==> src/rtl/fsmc_pkg.sv <==
// fsmc_pkg
//   Shared definitions for the FSMC sample reader: readout state encoding,
//   flag bit positions of the 16-bit MCU word, default sample count and
//   helpers that build the words presented on FSMC_D.
//   Word formats:
//     ready    : bit 15 set, everything else 0
//     sample   : {1'b0, 1'b1, index[1:0], sample[11:0]}
//     checksum : {2'b11, 2'b00, sum[11:0]}
package fsmc_pkg;

    localparam int DEFAULT_N_SAMPLES = 10000;
    localparam int SAMPLE_W          = 12;
    localparam int WORD_W            = 16;

    localparam int         READY_BIT = 15;
    localparam int         VALID_BIT = 14;
    localparam logic [1:0] CSUM_TAG  = 2'b11;

    localparam logic [WORD_W-1:0] READY_WORD = WORD_W'(1) << READY_BIT;

    typedef enum logic [2:0] {
        ST_IDLE         = 3'd0,
        ST_READY        = 3'd1,
        ST_FETCH        = 3'd2,
        ST_PRESENT      = 3'd3,
        ST_WAIT_RELEASE = 3'd4,
        ST_DONE         = 3'd5
    } fsmc_state_e;

    function automatic logic [WORD_W-1:0] sample_word(input logic [1:0]          idx_lsb,
                                                      input logic [SAMPLE_W-1:0] sample);
        logic [WORD_W-1:0] w;
        w                 = '0;
        w[VALID_BIT]      = 1'b1;
        w[13:12]          = idx_lsb;
        w[SAMPLE_W-1:0]   = sample;
        return w;
    endfunction

    function automatic logic [WORD_W-1:0] csum_word(input logic [SAMPLE_W-1:0] sum);
        return {CSUM_TAG, 2'b00, sum};
    endfunction

endpackage

==> src/rtl/fsmc_sample_reader_if.sv <==
// fsmc_sample_reader_if
//   Bus bundle between the sample reader, the capture sample RAM and the MCU
//   FSMC port.
//     rd_addr  : sample RAM read address (reader -> RAM)
//     rd_data  : sample RAM data, valid exactly one cycle after rd_addr
//     FPGA_OE  : MCU read strobe, active low, asynchronous to clk_80mhz
//     FSMC_D   : registered 16-bit word to the MCU
//   Strobe semantics: each OE low period requests one word. The word for the
//   current index appears on FSMC_D a fixed number of cycles after the falling
//   edge is seen; the rising edge retires the word (FSMC_D returns to 0) and
//   advances to the next index, even if the word never made it out.
//   Modports: slave = the reader, master = RAM model + MCU side.
interface fsmc_sample_reader_if
    import fsmc_pkg::*;
#(
    parameter int ADDR_W = 14
);
    logic [ADDR_W-1:0]   rd_addr;
    logic [SAMPLE_W-1:0] rd_data;
    logic                FPGA_OE;
    logic [WORD_W-1:0]   FSMC_D;

    modport slave (
        output rd_addr,
        input  rd_data,
        input  FPGA_OE,
        output FSMC_D
    );

    modport master (
        input  rd_addr,
        output rd_data,
        output FPGA_OE,
        input  FSMC_D
    );
endinterface

==> src/rtl/fsmc_oe_sync.sv <==
// fsmc_oe_sync
//   Two-flop synchronizer for the asynchronous MCU read strobe plus edge
//   detection on the synchronized level against its one-cycle-delayed copy.
//   All flops reset to 1 so an inactive strobe produces no edge at reset exit.
//   Ports:
//     clk_i, rst_ni : clock, async active-low reset
//     oe_n_i        : raw FPGA_OE (active low)
//     oe_fall_o     : one-cycle pulse, strobe asserted
//     oe_rise_o     : one-cycle pulse, strobe released
module fsmc_oe_sync (
    input  logic clk_i,
    input  logic rst_ni,
    input  logic oe_n_i,
    output logic oe_fall_o,
    output logic oe_rise_o
);
    logic meta_q;
    logic sync_q;
    logic sync_dly_q;

    always_ff @(posedge clk_i or negedge rst_ni) begin
        if (!rst_ni) begin
            meta_q     <= 1'b1;
            sync_q     <= 1'b1;
            sync_dly_q <= 1'b1;
        end else begin
            meta_q     <= oe_n_i;
            sync_q     <= meta_q;
            sync_dly_q <= sync_q;
        end
    end

    assign oe_fall_o = sync_dly_q & ~sync_q;
    assign oe_rise_o = ~sync_dly_q & sync_q;
endmodule

==> src/rtl/fsmc_sample_reader.sv <==
// fsmc_sample_reader
//   Streams a completed capture out of the sample RAM to an MCU over the FSMC
//   bus, one sample per OE strobe. After capture_done the word 16'h8000 tells
//   the MCU data is ready; each strobe then fetches the sample at the current
//   index and presents it tagged with the valid flag and index[1:0].
//   Optional feature (macro FSMC_READER_CHECKSUM_EN): a 12-bit wrap-around sum
//   of all presented samples is returned on one extra strobe before DONE.
//   Ports:
//     clk_80mhz    : single clock
//     rst_n        : async active-low reset (PLL lock)
//     capture_done : level, sample RAM holds a complete capture
//     rearm        : pulse, abandon readout and return to IDLE
//     readout_done : level, all words read
//     state_o      : current readout state (debug)
//     bus          : RAM read port + FSMC strobe/data (slave modport)
module fsmc_sample_reader
    import fsmc_pkg::*;
#(
    parameter int N_SAMPLES = DEFAULT_N_SAMPLES,
    parameter int ADDR_W    = 14
) (
    input  logic                  clk_80mhz,
    input  logic                  rst_n,
    input  logic                  capture_done,
    input  logic                  rearm,
    output logic                  readout_done,
    output fsmc_state_e           state_o,
    fsmc_sample_reader_if.slave   bus
);
    localparam logic [ADDR_W-1:0] LAST_IDX = ADDR_W'(N_SAMPLES - 1);

    logic oe_fall;
    logic oe_rise;

    fsmc_oe_sync u_oe_sync (
        .clk_i     (clk_80mhz),
        .rst_ni    (rst_n),
        .oe_n_i    (bus.FPGA_OE),
        .oe_fall_o (oe_fall),
        .oe_rise_o (oe_rise)
    );

    fsmc_state_e       state_q,   state_d;
    logic [ADDR_W-1:0] index_q,   index_d;
    logic [ADDR_W-1:0] rd_addr_q, rd_addr_d;
    logic [WORD_W-1:0] fsmc_d_q,  fsmc_d_d;
`ifdef FSMC_READER_CHECKSUM_EN
    logic [SAMPLE_W-1:0] sum_q,        sum_d;
    logic                csum_phase_q, csum_phase_d;
`endif

    always_ff @(posedge clk_80mhz or negedge rst_n) begin
        if (!rst_n) begin
            state_q      <= ST_IDLE;
            index_q      <= '0;
            rd_addr_q    <= '0;
            fsmc_d_q     <= '0;
`ifdef FSMC_READER_CHECKSUM_EN
            sum_q        <= '0;
            csum_phase_q <= 1'b0;
`endif
        end else begin
            state_q      <= state_d;
            index_q      <= index_d;
            rd_addr_q    <= rd_addr_d;
            fsmc_d_q     <= fsmc_d_d;
`ifdef FSMC_READER_CHECKSUM_EN
            sum_q        <= sum_d;
            csum_phase_q <= csum_phase_d;
`endif
        end
    end

    always_comb begin
        state_d      = state_q;
        index_d      = index_q;
        rd_addr_d    = rd_addr_q;
        fsmc_d_d     = fsmc_d_q;
`ifdef FSMC_READER_CHECKSUM_EN
        sum_d        = sum_q;
        csum_phase_d = csum_phase_q;
`endif

        if (rearm) begin
            // rearm wins over any strobe edge seen in the same cycle
            state_d      = ST_IDLE;
            index_d      = '0;
            rd_addr_d    = '0;
            fsmc_d_d     = '0;
`ifdef FSMC_READER_CHECKSUM_EN
            sum_d        = '0;
            csum_phase_d = 1'b0;
`endif
        end else begin
            case (state_q)
                ST_IDLE: begin
                    if (capture_done) begin
                        state_d  = ST_READY;
                        fsmc_d_d = READY_WORD;
                    end
                end

                // Also the wait state between words; FSMC_D keeps whatever the
                // last release left there (0), so bit 15 is shown only once.
                ST_READY: begin
                    if (oe_fall) begin
                        rd_addr_d = index_q;
                        state_d   = ST_FETCH;
                    end
                end

                ST_FETCH, ST_PRESENT, ST_WAIT_RELEASE: begin
                    if (oe_rise) begin
                        // Release retires the word even if it was never loaded
                        // (short strobe): the pending load is simply dropped.
                        fsmc_d_d = '0;
                        state_d  = ST_READY;
`ifdef FSMC_READER_CHECKSUM_EN
                        if (csum_phase_q) begin
                            state_d = ST_DONE;
                        end else if (index_q == LAST_IDX) begin
                            csum_phase_d = 1'b1;
                        end else begin
                            index_d = index_q + 1'b1;
                        end
`else
                        if (index_q == LAST_IDX) begin
                            state_d = ST_DONE;
                        end else begin
                            index_d = index_q + 1'b1;
                        end
`endif
                    end else if (state_q == ST_FETCH) begin
                        // rd_addr was registered on the edge; RAM needs one more cycle
                        state_d = ST_PRESENT;
                    end else if (state_q == ST_PRESENT) begin
                        state_d  = ST_WAIT_RELEASE;
`ifdef FSMC_READER_CHECKSUM_EN
                        if (csum_phase_q) begin
                            fsmc_d_d = csum_word(sum_q);
                        end else begin
                            fsmc_d_d = sample_word(index_q[1:0], bus.rd_data);
                            sum_d    = sum_q + bus.rd_data;
                        end
`else
                        fsmc_d_d = sample_word(index_q[1:0], bus.rd_data);
`endif
                    end
                end

                ST_DONE: begin
                    // strobes ignored until rearm or reset
                end

                default: begin
                    state_d = ST_IDLE;
                end
            endcase
        end
    end

    assign bus.rd_addr  = rd_addr_q;
    assign bus.FSMC_D   = fsmc_d_q;
    assign readout_done = (state_q == ST_DONE);
    assign state_o      = state_q;
endmodule

==> src/flat_wrapper.sv <==
// flat-port wrapper written by rule: the top's interface ports become plain ports
module fsmc_sample_reader_flat import fsmc_pkg::*;
#(
    parameter int N_SAMPLES = DEFAULT_N_SAMPLES,
    parameter int ADDR_W    = 14
)
  (clk_80mhz, rst_n, capture_done, rearm, readout_done, state_o, bus_rd_addr, bus_rd_data, bus_FPGA_OE, bus_FSMC_D);
  fsmc_sample_reader_if #(.ADDR_W(ADDR_W)) bus_i ();
  input  logic clk_80mhz;
  input  logic rst_n;
  input  logic capture_done;
  input  logic rearm;
  output logic readout_done;
  output fsmc_state_e state_o;
  output wire logic [$bits(bus_i.rd_addr)-1:0] bus_rd_addr;
  input wire logic [$bits(bus_i.rd_data)-1:0] bus_rd_data;
  input wire logic [$bits(bus_i.FPGA_OE)-1:0] bus_FPGA_OE;
  output wire logic [$bits(bus_i.FSMC_D)-1:0] bus_FSMC_D;
  assign bus_rd_addr = bus_i.rd_addr;
  assign bus_i.rd_data = bus_rd_data;
  assign bus_i.FPGA_OE = bus_FPGA_OE;
  assign bus_FSMC_D = bus_i.FSMC_D;
  fsmc_sample_reader #(.N_SAMPLES(N_SAMPLES), .ADDR_W(ADDR_W)) u_core (.clk_80mhz(clk_80mhz), .rst_n(rst_n), .capture_done(capture_done), .rearm(rearm), .readout_done(readout_done), .state_o(state_o), .bus(bus_i));
endmodule
==> config.mk <==
export PLATFORM = sky130hd
export DESIGN_NAME = fsmc_sample_reader_flat
export DESIGN_NICKNAME = d
export VERILOG_FILES = /design/src/rtl/fsmc_pkg.sv /design/src/rtl/fsmc_sample_reader_if.sv /design/src/rtl/fsmc_oe_sync.sv /design/src/rtl/fsmc_sample_reader.sv /design/src/flat_wrapper.sv
export SDC_FILE = /design/constraint.sdc
export NUM_CORES = 1
export LEC_CHECK = 0
export CORE_MARGIN = 5
export CORE_UTILIZATION = 51
export CTS_CLUSTER_SIZE = 25
export DETAILED_ROUTE_END_ITERATION = 6
export PLACE_DENSITY = 0.8
export SLEW_MARGIN = 0
export SYNTH_ARGS = -nofsm -noshare
export SYNTH_HDL_FRONTEND = slang
export SYNTH_SLANG_ARGS = --single-unit
==> constraint.sdc <==
create_clock -name clk_80mhz -period 2.5 [get_ports clk_80mhz]
set_clock_uncertainty 0.15 [all_clocks]
set_input_delay 0.25 -clock clk_80mhz [delete_from_list [all_inputs] [get_ports clk_80mhz]]
set_output_delay 0.25 -clock clk_80mhz [all_outputs]
set_load 0.02 [all_outputs]
==> results.yml, run 1 <==
timing:
  timing_max_transition_violations_final: 0
  finalSetupViolations: 0
  max_freq_mhz: 444
  period_share_pct: 90.1
  hold_viol: 0
  final.min_clock_period_ns: 2.25
  finalSetupTns_ns: 0
  grt_setup_unrepaired: "no"
  max-slew-margin-rel_pct: 49.7
  worst_pin_slew_ns: 0.752
power_and_ir_drop:
  cellLeakagePower_uw: 0.00140
  sw_ratio_pct: 29.4
  combPwrFrac_pct: 21.8
  sequential_share_of_power_pct: 46.8
  powerDensity_nw_per_um2: 587
  worst_ir_drop_vdd_mv: 0.325
  power.share.clock_pct: 31.4
  switching_power_uw: 543
  power_report.internal_total_uw: 1300
die:
  ios: 51
  die-width_um: 79.2
  die_height_um: 79.2
  initial_utilization_pct: 52.1
  placementRows: 25
  die-area_um2: 6280
  core_region_area_um2: 4690
cts:
  tritoncts_clock_tree: "yes"
  clk_pin_slew_worst_paths_ns: 0.09
  post_cts_resize_count: 0
  clockRootBuffer: "clkbuf_8"
  htreeDepth: 2
  worstSkewPairLatency_ns: 0.30
  cts-buffers-inserted: 5
  ctsLongestPathBuffers: 2
  cts_num_sinks: 50
synthesis:
  synth-async-reset-ratio_pct: 100
  synthDominantCellAreaShare_pct: 48.1
  synth_largest_area_cell: "dfrtp_1"
  avgSynthCellArea_um2: 10.2
  yosys-top-cells-area: "dfrtp_1 (48%), mux2i_1 (5.7%), nand4_1 (4.4%), o21ai_0 (3.5%), dfstp_2 (3.2%)"
  post_synth_most_frequent_cells: "dfrtp_1 (47), nor2_1 (20), inv_1 (19), nand4_1 (17), o21ai_0 (17)"
  most_frequent_cell_after_synthesis: "dfrtp_1"
  synth_sequential_area_ratio_pct: 51.3
  yosys_most_used_dff: "dfrtp_1"
  syn-instance-count: 240
  synth_area_um2: 2440
  yosys.cell_types.count: 47
  synth-edff-count: 0
  yosys_register_bits: 50
  synth_nets: 258
  synth-warning-count: 0
placed_design:
  placedCellCount: 339
  place_hpwl_um: 3820
  place.port_buffers: 50
  place.gp.congestion: 0.855
route:
  via_count: 2000
  detail_route.wirelength_um: 5460
  drt.antenna.violating_nets: 0
  drt_iter0_markers: 126
  vias_per_cell: 5.75
  drt-pass1-iter-count: 4
  route.detailed.drc: 0
  wl_per_cell_um: 15.7
layout:
  instances_no_fill: 348
  drive_gt1_share_pct: 12.6
  area_delta_synth_final_pct: 28.6
  antenna_cells_inserted: 0
  final_net_count: 311
status:
  status: "finished, final reports clean"
critical_path:
  critical_path_required_ns: 2.58
  crit_chain: "nor2b_1 -> buf_4 -> o2111ai_1 -> or4_2 -> a21oi_1"
  critical_path.max_fanout: 11
  setup.worst_path.end_class: "flop"
  crit_path_top_delay_cell: "or4_2"
  max_stage_delay_ns: 0.66
  cp-start-kind: "flop"
  critical_path_class: "flop to flop"
  timing.critical_path.arrival_ns: 2.33
hold_path:
  timing.hold.worst.class: "input pin to flop"
grt:
  track_usage_pct: 19.1
  grt_antenna_before_repair: 0
  wire_length_of_the_first_global_routing_pass_um: 9540
  first_global_vias: 2043
  grt_max_degree: 51
  overflow: 0
job:
  drv_cap: 0
## per-stage QoR
step	hold WS, ns	utilization [%]	power, µW	setup WS (ns)	instance area, µm²
after CTS	0.188	67.0	1870	0.260	3140
final	0.193	67.0	1850	0.248	3140
after detailed placement	0.198	64.4	1280	0.291	3020
after global placement	0.196	64.4	1280	0.322	3020
after floorplan	-0.196	-	1120	0.350	2440
after global routing	0.190	67.0	1940	0.0393	3140
## registers in the layout (all words and copies together), names as in the netlist
signal	flops
u_core.bus.FSMC_D	16
u_core.bus.rd_addr	14
u_core.index_q	14
u_core.state_o	3
u_core.u_oe_sync.meta_q	1
u_core.u_oe_sync.sync_dly_q	1
u_core.u_oe_sync.sync_q	1
## power by group through the flow
stage	clock network (µW)	registers (µW)	logic, µW
2_1_floorplan	0	909	206
3_3_place_gp	0	879	405
3_5_place_dp	0	879	404
4_1_cts	594	864	407
5_1_grt	626	869	442
6_report	579	864	403
## worst paths after layout
path	start	endpoint	slack, ns	depth (start not counted)
max reg2reg	u_core.u_oe_sync.sync_q$_DFF_PN1_	u_core.index_q[5]$_DFFE_PN0P_	0.25	5
min reg2reg	u_core.u_oe_sync.meta_q$_DFF_PN1_	u_core.u_oe_sync.sync_q$_DFF_PN1_	0.21	0
min	bus_FPGA_OE	u_core.u_oe_sync.meta_q$_DFF_PN1_	0.19	1
min in group asynchronous	rst_n	u_core.index_q[8]$_DFFE_PN0P_	0.42	3
max in group asynchronous	rst_n	u_core.bus.FSMC_D[1]$_DFFE_PN0P_	1.37	3
max	u_core.u_oe_sync.sync_q$_DFF_PN1_	u_core.index_q[5]$_DFFE_PN0P_	0.25	5
## final cells by class
type / count / area (µm²)
multi-input cells: 154 / 1040
flip-flops and latches: 50 / 1250
repair buffers: 63 / 596
clock buffers: 5 / 68.8
clock inverters: 3 / 43.8
inverters: 19 / 71.3
fillers: 382 / 1550
well taps: 54 / 67.6
## cell usage in the layout (no fill, tap or decap), types with 6 or more instances in the layout
master and instances:
nand4_1 17, nand3_1 6, o31ai_1 7, nor2_1 20
buf_4 12, dfrtp_1 47, nor2b_1 7, mux2i_1 14
inv_1 19, a21oi_1 11, nand2_1 6, o21ai_0 17
clkdlybuf4s50_1 49
## cell families after synthesis
kind of cell             synth area share (%)
AO/OA/AOI/OAI                            13.4
adder cells (fa/ha/maj)                 0.512
buffers and inverters                    6.04
flip-flops                               51.3
multiplexers                             8.03
AND/OR/NAND/NOR                          20.7
## critical path: cells and delay by family, from the launching register on
family	cells	cell delay, ns
AND/OR/NAND/NOR	2	0.80
flip-flops	1	0.57
buffers and inverters	1	0.15
AO/OA/AOI/OAI	2	0.52
## per-layer routing
layer / share of wire (%) / global-route usage (%)
met1: 42 / 23.4
met2: 50 / 31.9
met3: 7.2 / 6.24
met4: 0.70 / 5.84
met5: 0 / 0
## repair_timing
item,4_1_cts,5_1_grt
buffers inserted,0,0
hold buffers,1,0
endpoints found under the hold margin,47,0
setup endpoints to repair,0,0
Power figures use the tool's default switching activity.
==> run 2, diff against run 1 <==
--- a/config.mk
+++ b/config.mk
@@ -9,6 +9,7 @@
 export CORE_UTILIZATION = 51
 export CTS_CLUSTER_SIZE = 25
 export DETAILED_ROUTE_END_ITERATION = 6
+export MAX_ROUTING_LAYER = met4
 export PLACE_DENSITY = 0.8
 export SLEW_MARGIN = 0
 export SYNTH_ARGS = -nofsm -noshare
==> results.yml, run 2 (synthesis results as in run 1) <==
timing:
  hold_viol: 0
  finalSetupTns_ns: 0
  grt_setup_unrepaired: "no"
  fin_hold_ws_ns: 0.193
  finalSetupViolations: 0
  final.min_clock_period_ns: 2.24
  worst_pin_slew_ns: 0.751
  final.setup.worst_slack_ns: 0.258
  max-slew-margin-rel_pct: 49.7
  timing_max_transition_violations_final: 0
  max_freq_mhz: 446
  period_share_pct: 89.7
layout:
  largest_reg_flops: 16
  most-common-layout-cells: "clkdlybuf4s50_1 (49), dfrtp_1 (47), nor2_1 (20), inv_1 (19)"
  final_net_count: 311
  area_delta_synth_final_pct: 28.6
  drive_gt1_share_pct: 12.6
  antenna_cells_inserted: 0
  instances_no_fill: 348
  multiInputGateArea_um2: 1040
  register_area_um2: 1250
  layout.filler_cells: 382
  mostFrequentLayoutCell: "clkdlybuf4s50_1"
cts:
  clk_pin_slew_worst_paths_ns: 0.10
  worstSkewPairLatency_ns: 0.30
  cts_setup_buffers: 0
  clockRootBuffer: "clkbuf_8"
  ctsLongestPathBuffers: 2
  post_cts_resize_count: 0
  htreeDepth: 2
  tritoncts_clock_tree: "yes"
  cts_num_sinks: 50
  cts-buffers-inserted: 5
critical_path:
  crit_chain: "nor2b_1 -> buf_4 -> o2111ai_1 -> or4_2 -> a21oi_1"
  critical_path_depth: 5
  r2r-end: "u_core.index_q[5]$_DFFE_PN0P_"
  critical-path-top-delay-family: "simple AND/OR/NAND/NOR gates"
  crit_path_top_delay_cell: "or4_2"
  critical_path.max_fanout: 11
  setup.worst_path.end_class: "flop"
  critical_path_class: "flop to flop"
  cp-start-kind: "flop"
  max_stage_delay_ns: 0.66
  r2r_slack_ns: 0.26
  worst_r2r_path_depth: 5
  rr_startpoint: "u_core.u_oe_sync.sync_q$_DFF_PN1_"
  timing.critical_path.arrival_ns: 2.33
  critical_path_required_ns: 2.59
  critical_path_buf_inv_count: 1
placed_design:
  place.gp.congestion: 0.869
  placedCellCount: 339
  place_hpwl_um: 3820
  place.port_buffers: 50
  dp_worst_setup_slack_ns: 0.291
grt:
  overflow: 0
  grt_antenna_before_repair: 0
  wire_length_of_the_first_global_routing_pass_um: 9530
  first_global_vias: 2045
  grt_max_degree: 51
  track_usage_pct: 19.5
die:
  initial_utilization_pct: 52.1
  ios: 51
  core_region_area_um2: 4690
  placementRows: 25
  die_height_um: 79.2
  die-area_um2: 6280
  die-width_um: 79.2
route:
  vias_per_cell: 5.73
  route.detailed.drc: 0
  detail_route.wirelength_um: 5450
  drt.antenna.violating_nets: 0
  via_count: 1993
  drt-pass1-iter-count: 4
  drt_iter0_markers: 119
  wl_per_cell_um: 15.7
power_and_ir_drop:
  cellLeakagePower_uw: 0.00140
  fin_total_pwr_uw: 1850
  powerDensity_nw_per_um2: 587
  worst_ir_drop_vdd_mv: 0.325
job:
  drv_cap: 0
hold_path:
  worst_hold_path.endpoint: "u_core.u_oe_sync.meta_q$_DFF_PN1_"
  timing.hold.worst.class: "input pin to flop"
  whs_path_depth: 1
  hold_path.startpoint: "bus_FPGA_OE"
status:
  status: "finished, final reports clean"
run 2: cell counts in the layout (fill, tap and decap cells not counted):
Identical to the previous run, type by type.
run 2: worst max path at each step:
stage                                           start                              to
floorplan               u_core.index_q[5]$_DFFE_PN0P_  u_core.index_q[12]$_DFFE_PN0P_
global placement    u_core.u_oe_sync.sync_q$_DFF_PN1_   u_core.index_q[5]$_DFFE_PN0P_
detailed placement  u_core.u_oe_sync.sync_q$_DFF_PN1_   u_core.index_q[5]$_DFFE_PN0P_
CTS                     u_core.index_q[4]$_DFFE_PN0P_   u_core.state_o[2]$_DFFE_PN0P_
global route            u_core.state_o[1]$_DFFE_PN0P_   u_core.index_q[5]$_DFFE_PN0P_
finish              u_core.u_oe_sync.sync_q$_DFF_PN1_   u_core.index_q[5]$_DFFE_PN0P_
run 2: final cells by class:
class / instances / area share, %
tap: 54 / 2.15
inverter: 19 / 2.27
sequential: 50 / 39.9
clock inverter: 3 / 1.39
multi-input combinational: 154 / 33.1
timing repair buffer: 63 / 18.9
clock buffer: 5 / 2.19
run 2: repair_timing:
action / in CTS / in global routing
hold buffers: 1 / 0
endpoints found under the hold margin: 47 / 0
endpoints found under the setup margin: 0 / 0
run 2: power by group:
group | total [µW] | leakage [µW] | internal, µW | switching, µW
registers | 864 | 0.000684 | 838 | 26.1
clock network | 579 | 0.0000585 | 300 | 279
logic | 403 | 0.000655 | 164 | 239
run 2: stage by stage:
stage / cell area [µm²] / utilization (%)
floorplan: 2440 / -
global placement: 3020 / 64.4
detailed placement: 3020 / 64.4
CTS: 3140 / 67.0
global route: 3140 / 67.0
finish: 3140 / 67.0
run 2: routing by layer:
metal  part of all wire, %  vias to the layer above  GRT usage [%]
li1                      -                      973              -
met1                    45                      961           24.1
met2                    49                       55           32.0
met3                   4.9                        4           4.76
met4                  0.70                        0           5.84
met5                     0                        -              -
==> variant, RTL diff (flow settings as in run 2) <==
`ADDR_W` is set to 14 in 3 places; all go to 13.
--- a/src/rtl/fsmc_sample_reader_if.sv
+++ b/src/rtl/fsmc_sample_reader_if.sv
@@ -13,7 +13,7 @@
 interface fsmc_sample_reader_if
     import fsmc_pkg::*;
 #(
-    parameter int ADDR_W = 14
+    parameter int ADDR_W = 13
 );
     logic [ADDR_W-1:0]   rd_addr;
     logic [SAMPLE_W-1:0] rd_data;
--- a/src/rtl/fsmc_sample_reader.sv
+++ b/src/rtl/fsmc_sample_reader.sv
@@ -17,7 +17,7 @@
     import fsmc_pkg::*;
 #(
     parameter int N_SAMPLES = DEFAULT_N_SAMPLES,
-    parameter int ADDR_W    = 14
+    parameter int ADDR_W    = 13
 ) (
     input  logic                  clk_80mhz,
     input  logic                  rst_n,
--- a/src/flat_wrapper.sv
+++ b/src/flat_wrapper.sv
@@ -2,7 +2,7 @@
 module fsmc_sample_reader_flat import fsmc_pkg::*;
 #(
     parameter int N_SAMPLES = DEFAULT_N_SAMPLES,
-    parameter int ADDR_W    = 14
+    parameter int ADDR_W    = 13
 )
   (clk_80mhz, rst_n, capture_done, rearm, readout_done, state_o, bus_rd_addr, bus_rd_data, bus_FPGA_OE, bus_FSMC_D);
   fsmc_sample_reader_if #(.ADDR_W(ADDR_W)) bus_i ();
Interface: changed (resized bus_rd_addr); port bits go from 51 to 50. No check against the original RTL was run, so the function may have changed too.
==> variant against run 2 <==
- synthesized area is 6.0% lower
- wire length is 3.8% lower
- sequential cell count is 2 lower
- setup slack worse by 0.057 ns
- cell count is 4.3% lower
- design area is 3.1% lower
Power is not compared: it rests on default switching activity, and its combinational part moved more than twofold at a synthesized area within 25%.
==> variant: results (changes against run 2) <==
sta:
  worstMarginPinSlew_ns: 1.02  # +0.264 ns
  post-route-period-util_pct: 92.0  # +2.3 points
  hold_slack_ns: 0.194  # +0.00112 ns
cells_and_area:
  drive_gt1_share_pct: 12.5  # -0.13 points
  nNetsFinal: 298  # -4.2%
yosys:
  seq_area_frac_synth_pct: 52.5  # +1.1 points
  synth_cells: 225  # -6.3%
  synth_common_cells: "dfrtp_1, inv_1, o21ai_0, nor2_1, nand4_1"
  synth_area_leaders: "dfrtp_1, mux2i_1, o21ai_0"
  synth_nets: 243  # -5.8%
placement:
  portBuffers: 49  # -2.0%
  dpl_cell_area_um2: 2870  # -4.9%
  gp_congestion: 0.765  # -12%
  placedCellCount: 324  # -4.4%
  pre_cts_ws_ns: 0.0945  # -0.197 ns
  dpl.hpwl_mm: 3.74  # -2.0%
routing:
  wl_mm: 5.25  # -3.8%
  route.met3.wl_um: 208  # -22%
  wl_met1_mm: 2.34  # -4.8%
  wl_met2_mm: 2.57  # -4.3%
  vias: 1906  # -4.4%
  wl_per_cell_um: 15.8  # +0.56%
worst_setup_path:
  crit_fanout: 7  # -4
  timing.rr.start: "u_core.state_o[1]"
  reg2reg_setup_slack_ns: 0.20  # -0.06 ns
grt:
  grt_pass1_wl_mm: 9.03  # -5.3%
  grt_max_degree: 31  # -39%
  groute.usage.overall_pct: 19.2  # -0.34 points
status:
  outcome: "complete, no violations"
-- variant: changes by cell type after synthesis, moves of 3 or more --
cell / change
a21oi_1: +3
mux2_1: -3
nand2_1: -4
nor2_1: -4
nor2b_1: -3
nor3_1: +3
nor4_1: -4
o21ai_0: +3
or4_1: +5
or4_2: -4
-- variant: critical path, cell delays in order, from the launching register on --
cell and delay (ns):
dfrtp_1 0.38, nor2b_1 0.38, buf_4 0.19, o2111ai_1 0.29, nor4b_1 0.42, mux2_2 0.37
-- variant: area by class of cell --
type | count | area (um2)
Sequential cell | 48 | 1200
Clock buffer | 5 | 68.8
Clock inverter | 3 | 90.1
Tap cell | 52 | 65.1
Fill cell | 324 | 1310
Inverter | 21 | 78.8
Multi-Input combinational cell | 142 | 953
Timing Repair Buffer | 62 | 586
-- variant: cells by family after synthesis --
group | after synthesis | share of synthesized area, %
buffers and inverters | 35 | 6.21
AO/OA/AOI/OAI | 55 | 14.7
AND/OR/NAND/NOR | 71 | 19.5
flip-flops | 48 | 52.5
adder cells (fa/ha/maj) | 1 | 0.545
multiplexers | 15 | 6.64
-- variant: per-layer routing --
layer  up-vias  GRT usage (%)
met5         -              -
met4         0           7.56
met3         8           3.98
met2        48           30.8
met1       914           23.8
li1        936              -
-- variant: power by group through the flow --
stage	combinational, mW	clock [mW]	sequential, mW
3_5_place_dp	0.149	0	0.811
4_1_cts	0.151	0.779	0.796
5_1_grt	0.165	0.809	0.798
6_report	0.150	0.760	0.797
3_3_place_gp	0.147	0	0.811
2_1_floorplan	0.0592	0	0.820
-- variant: repair_timing --
| action | 4_1_cts | 5_1_grt |
|---|---|---|
| hold buffers | 1 | 0 |
| endpoints found under the setup margin | 0 | 1 |
| gates resized for setup | 0 | 1 |
| hold endpoints to repair | 21 | 0 |
